### src/rtl/stroke_history_if.sv
// Save-side and playback-side signal bundle for stroke_history.
//   master: pixel source / playback consumer (drives save, undo, redo, out_ready)
//   slave : stroke_history (drives playback stream, status and counts)
interface stroke_history_if #(
  parameter int unsigned DEPTH = 16,
  parameter int unsigned X_W   = 8,
  parameter int unsigned Y_W   = 8,
  parameter int unsigned C_W   = 3
);
  localparam int unsigned PTR_W = $clog2(DEPTH);

  logic             save;
  logic             stroke_begin;
  logic [X_W-1:0]   x_in;
  logic [Y_W-1:0]   y_in;
  logic [C_W-1:0]   color_in;
  logic             undo;
  logic             redo;
  logic             out_valid;
  logic             out_ready;
  logic [X_W-1:0]   x_out;
  logic [Y_W-1:0]   y_out;
  logic [C_W-1:0]   color_out;
  logic             out_erase;
  logic             busy;
  logic             can_undo;
  logic             can_redo;
  logic [PTR_W:0]   used_count;
  logic [PTR_W:0]   redo_count;

  modport master (
    output save, stroke_begin, x_in, y_in, color_in, undo, redo, out_ready,
    input  out_valid, x_out, y_out, color_out, out_erase, busy, can_undo,
           can_redo, used_count, redo_count
  );

  modport slave (
    input  save, stroke_begin, x_in, y_in, color_in, undo, redo, out_ready,
    output out_valid, x_out, y_out, color_out, out_erase, busy, can_undo,
           can_redo, used_count, redo_count
  );
endinterface

### src/rtl/stroke_history.sv
// Stroke-aware undo/redo history: ring buffer of painted pixels with stroke
// start flags; undo replays the last stroke backwards (erase), redo replays
// the next stroke forwards, both as a valid/ready stream.
//   clk, rst_n : clock, asynchronous active-low reset
//   bus        : stroke_history_if.slave (save/undo/redo in, playback out,
//                busy/can_undo/can_redo status, used/redo counts)
module stroke_history #(
  parameter int unsigned DEPTH = 16,
  parameter int unsigned X_W   = 8,
  parameter int unsigned Y_W   = 8,
  parameter int unsigned C_W   = 3
) (
  input  logic             clk,
  input  logic             rst_n,
  stroke_history_if.slave  bus
);
  localparam int unsigned PTR_W = $clog2(DEPTH);
  localparam int unsigned CNT_W = PTR_W + 1;
  localparam int unsigned E_W   = X_W + Y_W + C_W;

  typedef enum logic [1:0] {IDLE, UNDO, REDO} state_e;

  logic [E_W-1:0]   mem_q [DEPTH];
  logic [DEPTH-1:0] start_q, start_d;
  state_e           state_q, state_d;
  logic [PTR_W-1:0] base_q, base_d, head_q, head_d, top_q, top_d;
  logic [CNT_W-1:0] used_q, used_d, redo_q, redo_d;
  logic             out_valid_q, out_valid_d;
  logic [E_W-1:0]   out_data_q, out_data_d;
  logic             out_erase_q, out_erase_d;
  logic             busy_q, can_undo_q, can_redo_q;
  logic             wr_en;
  logic             accept;
  logic [PTR_W-1:0] head_inc, head_dec, head_dec2, base_inc;

  assign head_inc  = head_q + PTR_W'(1);
  assign head_dec  = head_q - PTR_W'(1);
  assign head_dec2 = head_q - PTR_W'(2);
  assign base_inc  = base_q + PTR_W'(1);
  assign accept    = out_valid_q && bus.out_ready;

  // Next-state: save/undo/redo arbitration in IDLE, one entry per accept in playback
  always_comb begin
    state_d     = state_q;
    start_d     = start_q;
    base_d      = base_q;
    head_d      = head_q;
    top_d       = top_q;
    used_d      = used_q;
    redo_d      = redo_q;
    out_valid_d = out_valid_q;
    out_data_d  = out_data_q;
    out_erase_d = out_erase_q;
    wr_en       = 1'b0;
    case (state_q)
      IDLE: begin
        if (bus.save) begin
          wr_en           = 1'b1;
          start_d[head_q] = bus.stroke_begin || (used_q == '0);
          head_d          = head_inc;
          top_d           = head_inc;
          redo_d          = '0;
          if (used_q == CNT_W'(DEPTH)) begin
            // Full ring: oldest entry dropped, survivor must begin a stroke
            base_d            = base_inc;
            start_d[base_inc] = 1'b1;
          end else begin
            used_d = used_q + CNT_W'(1);
          end
        end else if (bus.undo && (used_q != '0)) begin
          state_d     = UNDO;
          out_valid_d = 1'b1;
          out_data_d  = mem_q[head_dec];
          out_erase_d = 1'b1;
        end else if (bus.redo && (redo_q != '0)) begin
          state_d     = REDO;
          out_valid_d = 1'b1;
          out_data_d  = mem_q[head_q];
          out_erase_d = 1'b0;
        end
      end
      UNDO: begin
        if (accept) begin
          head_d = head_dec;
          used_d = used_q - CNT_W'(1);
          redo_d = redo_q + CNT_W'(1);
          if (start_q[head_dec] || (used_q == CNT_W'(1))) begin
            state_d     = IDLE;
            out_valid_d = 1'b0;
          end else begin
            out_data_d = mem_q[head_dec2];
          end
        end
      end
      REDO: begin
        if (accept) begin
          head_d = head_inc;
          used_d = used_q + CNT_W'(1);
          redo_d = redo_q - CNT_W'(1);
          // top marks the end of the redoable region
          if ((head_inc == top_q) || start_q[head_inc]) begin
            state_d     = IDLE;
            out_valid_d = 1'b0;
          end else begin
            out_data_d = mem_q[head_inc];
          end
        end
      end
      default: begin
        state_d     = IDLE;
        out_valid_d = 1'b0;
      end
    endcase
  end

  // State, pointers, flags and registered outputs
  always_ff @(posedge clk or negedge rst_n) begin
    if (!rst_n) begin
      state_q     <= IDLE;
      start_q     <= '0;
      base_q      <= '0;
      head_q      <= '0;
      top_q       <= '0;
      used_q      <= '0;
      redo_q      <= '0;
      out_valid_q <= 1'b0;
      out_data_q  <= '0;
      out_erase_q <= 1'b0;
      busy_q      <= 1'b0;
      can_undo_q  <= 1'b0;
      can_redo_q  <= 1'b0;
    end else begin
      state_q     <= state_d;
      start_q     <= start_d;
      base_q      <= base_d;
      head_q      <= head_d;
      top_q       <= top_d;
      used_q      <= used_d;
      redo_q      <= redo_d;
      out_valid_q <= out_valid_d;
      out_data_q  <= out_data_d;
      out_erase_q <= out_erase_d;
      busy_q      <= (state_d != IDLE);
      can_undo_q  <= (state_d == IDLE) && (used_d != '0);
      can_redo_q  <= (state_d == IDLE) && (redo_d != '0);
    end
  end

  // Pixel storage, intentionally without reset
  always_ff @(posedge clk) begin
    if (wr_en) mem_q[head_q] <= {bus.x_in, bus.y_in, bus.color_in};
  end

  assign bus.out_valid  = out_valid_q;
  assign bus.x_out      = out_data_q[E_W-1 -: X_W];
  assign bus.y_out      = out_data_q[C_W +: Y_W];
  assign bus.color_out  = out_data_q[C_W-1:0];
  assign bus.out_erase  = out_erase_q;
  assign bus.busy       = busy_q;
  assign bus.can_undo   = can_undo_q;
  assign bus.can_redo   = can_redo_q;
  assign bus.used_count = used_q;
  assign bus.redo_count = redo_q;
endmodule

### src/flat_wrapper.sv
// flat-port wrapper written by rule: the top's interface ports become plain ports
module stroke_history_flat 
#(
  parameter int unsigned DEPTH = 16,
  parameter int unsigned X_W   = 8,
  parameter int unsigned Y_W   = 8,
  parameter int unsigned C_W   = 3
)
  (clk, rst_n, bus_save, bus_stroke_begin, bus_x_in, bus_y_in, bus_color_in, bus_undo, bus_redo, bus_out_ready, bus_out_valid, bus_x_out, bus_y_out, bus_color_out, bus_out_erase, bus_busy, bus_can_undo, bus_can_redo, bus_used_count, bus_redo_count);
  stroke_history_if #(.DEPTH(DEPTH), .X_W(X_W), .Y_W(Y_W), .C_W(C_W)) bus_i ();
  input  logic clk;
  input  logic rst_n;
  input wire logic [$bits(bus_i.save)-1:0] bus_save;
  input wire logic [$bits(bus_i.stroke_begin)-1:0] bus_stroke_begin;
  input wire logic [$bits(bus_i.x_in)-1:0] bus_x_in;
  input wire logic [$bits(bus_i.y_in)-1:0] bus_y_in;
  input wire logic [$bits(bus_i.color_in)-1:0] bus_color_in;
  input wire logic [$bits(bus_i.undo)-1:0] bus_undo;
  input wire logic [$bits(bus_i.redo)-1:0] bus_redo;
  input wire logic [$bits(bus_i.out_ready)-1:0] bus_out_ready;
  output wire logic [$bits(bus_i.out_valid)-1:0] bus_out_valid;
  output wire logic [$bits(bus_i.x_out)-1:0] bus_x_out;
  output wire logic [$bits(bus_i.y_out)-1:0] bus_y_out;
  output wire logic [$bits(bus_i.color_out)-1:0] bus_color_out;
  output wire logic [$bits(bus_i.out_erase)-1:0] bus_out_erase;
  output wire logic [$bits(bus_i.busy)-1:0] bus_busy;
  output wire logic [$bits(bus_i.can_undo)-1:0] bus_can_undo;
  output wire logic [$bits(bus_i.can_redo)-1:0] bus_can_redo;
  output wire logic [$bits(bus_i.used_count)-1:0] bus_used_count;
  output wire logic [$bits(bus_i.redo_count)-1:0] bus_redo_count;
  assign bus_i.save = bus_save;
  assign bus_i.stroke_begin = bus_stroke_begin;
  assign bus_i.x_in = bus_x_in;
  assign bus_i.y_in = bus_y_in;
  assign bus_i.color_in = bus_color_in;
  assign bus_i.undo = bus_undo;
  assign bus_i.redo = bus_redo;
  assign bus_i.out_ready = bus_out_ready;
  assign bus_out_valid = bus_i.out_valid;
  assign bus_x_out = bus_i.x_out;
  assign bus_y_out = bus_i.y_out;
  assign bus_color_out = bus_i.color_out;
  assign bus_out_erase = bus_i.out_erase;
  assign bus_busy = bus_i.busy;
  assign bus_can_undo = bus_i.can_undo;
  assign bus_can_redo = bus_i.can_redo;
  assign bus_used_count = bus_i.used_count;
  assign bus_redo_count = bus_i.redo_count;
  stroke_history #(.DEPTH(DEPTH), .X_W(X_W), .Y_W(Y_W), .C_W(C_W)) u_core (.clk(clk), .rst_n(rst_n), .bus(bus_i));
endmodule
### config.mk
export PLATFORM = sky130hd
export DESIGN_NAME = stroke_history_flat
export DESIGN_NICKNAME = d
export VERILOG_FILES = /design/src/rtl/stroke_history_if.sv /design/src/rtl/stroke_history.sv /design/src/flat_wrapper.sv
export SDC_FILE = /design/constraint.sdc
export NUM_CORES = 1
export LEC_CHECK = 0
export ABC_AREA = 1
export CORE_ASPECT_RATIO = 0.5
export CORE_MARGIN = 2
export CORE_UTILIZATION = 45
export CTS_CLUSTER_SIZE = 16
export DETAILED_ROUTE_END_ITERATION = 7
export GPL_ROUTABILITY_DRIVEN = 0
export PLACE_DENSITY_LB_ADDON = 0.25
export SLEW_MARGIN = 20
export SYNTH_ARGS = -nofsm -noshare
export SYNTH_HDL_FRONTEND = slang
export SYNTH_SLANG_ARGS = --single-unit
export TNS_END_PERCENT = 20
### constraint.sdc
create_clock -name clk -period 3.8 [get_ports clk]
set_input_delay 0.95 -clock clk [delete_from_list [all_inputs] [get_ports clk]]
set_output_delay 0.95 -clock clk [all_outputs]
set_load 0.1 [all_outputs]
## Word level (Yosys, flattened, before mapping)

Memories as Yosys holds them, arrays and structs flattened.
Index checks and enable logic that the tools add are counted.

| storage, ports and cells | value |
|---|---|
| flip-flop bits (word level) | 64 |
| RAM bits | 304 |
| input bits | 26 |
| output and inout bits | 34 |
| logic and storage cells | 123 |
| memories | 1 |

Memory list:

| name | depth | bits a word | read ports | clocked after memory_dff | write ports | line | text |
|---|---|---|---|---|---|---|---|
| u_core.mem_q | 16 | 19 | 4 | 0 | 1 | stroke_history.sv:23 | `logic [E_W-1:0] mem_q [DEPTH];` |

| cells by class | value |
|---|---|
| add/sub/neg operators | 8 |
| $lt $le $gt $ge | 6 |
| equal/unequal tests | 14 |
| muxes and demuxes | 53 |
| bitwise logic cells | 2 |
| reductions and logical operators | 26 |

Operators by type and width:

| operator | count |
|---|---|
| 19-bit 2-to-1 mux | 7 |
| 19-bit case mux with 3 select lines | 1 |
| 5-bit 2-to-1 mux | 7 |
| 5-bit case mux with 3 select lines | 2 |
| 4-bit by 5-bit less-than comparator with 1-bit output, second input constant | 4 |
| 5-bit nonzero test | 4 |
| 1-bit 2-to-1 mux | 17 |
| 16-bit bitwise mux | 1 |
| 16-bit 2-to-1 mux | 1 |
| 16-bit OR | 1 |
| 2-bit 2-to-1 mux | 7 |
| 4-bit 2-to-1 mux | 3 |
| 4-bit case mux with 3 select lines | 1 |
| 5-bit by 1-bit adder with 5-bit output, second input constant | 2 |
| 5-bit by 1-bit subtractor with 5-bit output, second input constant | 2 |
| 4-bit by 1-bit adder with 4-bit output, second input constant | 2 |
| 1-bit binary-select mux with 4-bit select | 2 |
| 1-bit demux with 4-bit select | 2 |
| 4-bit by 1-bit >= comparator with 1-bit output, second input constant | 2 |
| 2-bit by 1-bit inequality test with 1-bit output, second input constant | 4 |
| 2-bit inequality test, second input constant | 4 |
| 1-bit logical AND | 7 |
| 7-bit AND reduction | 1 |
| 2-bit case mux with 3 select lines | 1 |
| other kinds (19) | 24 |

## Logic depth before layout (Yosys ltp)

| depth | value |
|---|---|
| word-level depth | 9 |
| mapped depth | 21 |
| mapped depth without buffers | 16 |

## Least setup slack after synthesis

Ideal clock, no wire load.

| timing | value |
|---|---|
| kind | reg2reg |
| from | register u_core.head_q[1] |
| to | register u_core.out_data_q[10] |
| setup time | 0.119 ns |
| arrival time | 2.826 ns |
| data required time | 3.681 ns |
| setup slack | 0.855 ns |
| stages on the path, launching flop included | 20 |
| path buffers | 7 |
| period minus slack after synthesis | 2.945 ns |
| cell sequence | dfrtp_1 -> buf_2 -> inv_2 -> buf_2 -> clkbuf_1 -> ha_1 -> clkbuf_2 -> inv_1 -> buf_2 -> nand3_1 -> nand3_1 -> nand2_1 -> nand2_1 -> nand3_2 -> a21oi_1 -> nand2_1 -> buf_6 -> buf_6 -> nand2_2 -> nand2_1 |

| between the ends | value |
|---|---|
| longest elaborated chain between the ends | 6 |
| elaborated cells between the ends (all ways) | 22 |
| classes of those cells | add/sub: 3; eq/ne: 3; mux: 12; reduce/logical: 3; memory: 1 |

RTL lines:

| element | line | text |
|---|---|---|
| start, declared | stroke_history.sv:26 | `logic [PTR_W-1:0] base_q, base_d, head_q, head_d, top_q, top_d;` |
| start signal, assigned | stroke_history.sv:122 | `head_q <= '0;` |
| start signal, assigned | stroke_history.sv:136 | `head_q <= head_d;` |
| 4-bit by 1-bit adder with 4-bit output * | stroke_history.sv:36 | `assign head_inc = head_q + PTR_W'(1);` |
| net u_core.head_inc[1] | stroke_history.sv:34 | `logic [PTR_W-1:0] head_inc, head_dec, head_dec2, base_inc;` |
| 1-bit binary-select mux with 4-bit select | stroke_history.sv:101 | `if ((head_inc == top_q) \|\| start_q[head_inc]) begin` |
| 1-bit 2-to-1 mux (implied by the code) | stroke_history.sv:101 |  |
| 1-bit logical OR | stroke_history.sv:101 |  |
| 2-bit inequality test (no source line) | -- |  |
| 7-bit AND reduction (no source line) | -- |  |
| end signal, assigned | stroke_history.sv:141 | `out_data_q <= out_data_d;` |
| end, declared | stroke_history.sv:29 | `logic [E_W-1:0] out_data_q, out_data_d;` |

The timed path passes the listed nets; every way through them passes the cells marked *. The select of a mux whose other input is x is not followed.
A chain may end at the register's enable or synchronous reset.

## Final worst setup path

| timing | value |
|---|---|
| from | register u_core.head_q[0] |
| to | register u_core.out_data_q[4] |

| between the ends | value |
|---|---|
| longest elaborated chain between the ends | 6 |
| elaborated cells between the ends (all ways) | 22 |
| classes of those cells | add/sub: 3; eq/ne: 3; mux: 12; reduce/logical: 3; memory: 1 |

RTL lines:

| element | line |
|---|---|
| 4-bit by 1-bit adder with 4-bit output or 4-bit by 1-bit subtractor with 4-bit output (tied branches) | stroke_history.sv:36, stroke_history.sv:37 |
| 1-bit binary-select mux with 4-bit select (on tied branches) | stroke_history.sv:101, stroke_history.sv:87 |
| 1-bit 2-to-1 mux (on tied branches) | stroke_history.sv:101, stroke_history.sv:87 |
| 1-bit logical OR (on tied branches) | stroke_history.sv:101, stroke_history.sv:87 |
| 2-bit inequality test (no source line) | -- |
| 7-bit AND reduction (no source line) | -- |

Several ways; a longest one is shown, not always the timed one. The select of a mux whose other input is x is not followed.

==> flow_summary_export.csv <==
group,metric,value,unit
global_routing,antenna_found_initial,1,
worst_setup_path,crit_arrival,3.68,ns
sta,tns,0,ns
place,io_buffers,59,
sta,worst-slew-pin-transition,1.04,ns
worst_setup_path,r2r_end,"u_core.out_data_q[4]",
job,cap_violations,0,
cts,clk_pin_slew_worst_paths,0.07,ns
routing,drc,17,
worst_setup_path,crit_start,"u_core.head_q[0]",
routing,drt-pass1-iter-count,8,
global_routing,grt_pass1_wl,115,mm
logic_synthesis,synth_top_cell_by_area,"edfxtp_1",
logic_synthesis,yosysWarnings,0,
sta,drv_slew,0,
logic_synthesis,synthTopCellsByArea,"edfxtp_1 (41%), nand2_1 (17%), nand3_1 (8.1%)",
run_status,status,"finished, violations left",
sta,fmax,0.307,GHz
cts,clk_path_buf_depth,3,
logic_synthesis,syn_nets,2807,
die,die_h,162,um
routing,wl_per_cell,22.7,um
routing,via_per_inst,5.97,
logic_synthesis,synthFlopType,"edfxtp_1",
worst_setup_path,reg2regPathDepth,15,
worst_setup_path,endpoint_kind,"flop",
worst_setup_path,crit_fanout,36,
logic_synthesis,syn-cell-area,22300,um2
worst_setup_path,max_stage_delay,0.75,ns
worst_setup_path,crit_chain,"inv_4 > ha_4 > nor2_1 > nor2_4 > inv_2 > buf_12 > nand3_1 > nand2_1 > nand2_2 > nand3_2 > a21oi_1 > nand2_1 > clkinv_2 > nand3_1 > nand2_1",
final_layout,diodes,0,
global_routing,grt_pass1_vias,18396,
global_routing,grt_max_degree,169,
logic_synthesis,synthArstFlopShare,17.4,%
routing,first_iter_violations,3216,
routing,postRouteAntennaNets,0,
logic_synthesis,synth_seq_cells,368,
die,core-area,48800,um2
routing,wl,77.7,mm
logic_synthesis,synth_top_area_share,40.9,%
die,dieWidth,319,um
die,rows,57,
worst_setup_path,critical_path_class,"reg2reg",
logic_synthesis,synth-edff-count,304,
cts,cts_buffers,37,
sta,period_minus_slack,3.25,ns
worst_setup_path,crit_family,"simple AND/OR/NAND/NOR gates",
logic_synthesis,synth.distinct_cells,43,
worst_setup_path,setup.worst_path.end,"u_core.out_data_q[4]",
worst_setup_path,worst_r2r_startpoint,"u_core.head_q[0]",
worst_setup_path,critPathRequiredTime,4.23,ns
cts,cts_root_buffer,"clkbuf_16",
worst_setup_path,crit_path_frequent_cell,"nand2_1",
final_layout,drive_above_1_share,8.30,%
worst_setup_path,reg2reg_slack,0.55,ns
cts,clkLatencyLatePin,0.57,ns
cts,ctsHtreeMaxLevel,2,
sta,finalSetupViolations,0,
die,dieArea,51500,um2
cts,clkSinkCount,368,
sta,finClkSkew,0.0277,ns
cts,cts_tree,"done",
logic_synthesis,synth_seq_area_share,48.1,%
place,dp_hpwl,50.2,mm
routing,vias,20429,
logic_synthesis,synth_cells,2760,
sta,max-slew-margin-rel,30.3,%
logic_synthesis,yosysMostFrequentCell,"nand2_1",
die,pin_count,60,
worst_setup_path,path_depth,15,
cts,cts_hold_buf,0,
final_layout,fillers,4580,
run_status,violations,"DRC",
sta,hold_viol,0,
worst_setup_path,startpoint_type,"flop",
final_layout,final_nets,2790,
logic_synthesis,synthTopCellsByCount,"nand2_1 (988), nand3_1 (362), edfxtp_1 (304), o21ai_0 (290), inv_1 (112)",
die,initial_core_util,45.8,%
global_routing,grt_overflow_total,0,
place,pre_cts_ws,0.479,ns
cts,cts_setup_buffers,0,
hold_path,hold_class,"in2async",
worst_setup_path,critPathBufInv,4,
sta,timing.final.crit_share,85.6,%
global_routing,track_usage,29.8,%
sta,worst_slack,0.547,ns
sta,rsz0062_at_grt,"false",
logic_synthesis,syn_avg_cell_area,8.09,um2
final_layout,syn2layout_area_growth,11.3,%
worst_setup_path,worst_path_max_delay_cell,"dfrtp_4",
cts,post_cts_resized,0,
## through the flow
step                      util, %  hold slack (ns)  cell area [um2]  cells
after floorplan                 -            0.466            22300   2760
after global placement       48.6            0.465            23700   3353
after detailed placement     48.6            0.472            23700   3353
after CTS                    51.0            0.415            24900   3420
after global routing         51.0            0.456            24900   3420
final                        51.0            0.402            24900   3420
## layout make-up
cell class                 count  area [um2]  share of cell area [%]
sequential                   368       10700                    43.2
multi-input combinational   2076       10300                    41.5
timing repair buffer         134        1380                    5.56
clock buffer                  46        1000                    4.03
tap                          649         812                    3.27
inverter                     126         484                    1.95
clock inverter                21         125                   0.503
## kinds of logic after synthesis
| logic type | after synthesis | share of synthesized area, % |
|---|---|---|
| adders and majority gates | 21 | 1.18 |
| DFF | 368 | 48.1 |
| xor gates and xnor gates | 11 | 0.516 |
| and+or+nand+nor | 1499 | 28.2 |
| AOI/OAI and AO/OA | 444 | 11.0 |
| muxes | 101 | 4.53 |
| buffers and inverters | 316 | 6.47 |
## layout by cell type, fill, tap and decap left out, drive strengths merged, types with 51 or more instances in the layout
master | netlist | layout
buf | 118 | 83
o211ai | 84 | 84
dfrtp | 64 | 64
nor2 | 69 | 69
clkdlybuf4s50 | 0 | 51
nand3 | 364 | 364
edfxtp | 304 | 304
mux2i | 101 | 101
nand2 | 1003 | 1003
inv | 121 | 123
o21ai | 312 | 312
## layer usage
| metal | global-route usage (%) | part of all wire (%) | up-vias |
|---|---|---|---|
| met1 | 43.0 | 42 | 9618 |
| met5 | 0 | 0 | - |
| met2 | 40.8 | 39 | 1318 |
| met4 | 7.93 | 2.6 | 0 |
| met3 | 12.1 | 16 | 144 |
| li1 | - | - | 9349 |
## how the worst min path moves through the flow
stage,endpoint,cells past startpoint,startpoint,slack (ns)
final,u_core.base_q[0],1,rst_n,0.40
after floorplan,u_core.top_q[2],2,u_core.top_q[2],0.47
after global routing,u_core.base_q[3],1,rst_n,0.46
after global placement,u_core.bus.out_erase,2,u_core.bus.out_erase,0.46
after detailed placement,u_core.bus.out_erase,2,u_core.bus.out_erase,0.47
after CTS,u_core.base_q[0],1,rst_n,0.41
## state kept, by name, summed over array words and instances (netlist names), 2 cells and up
register and flops:
u_core.head_q 4, u_core.mem_q 304, u_core.start_q 16, u_core.out_data_q 19, u_core.bus.used_count 5, u_core.state_q 2, u_core.bus.redo_count 5, u_core.base_q 4
u_core.top_q 4
Power is left out: the tool's default activity adds up to more than one toggle a clock period on the data nets, which glitch-free logic cannot reach.
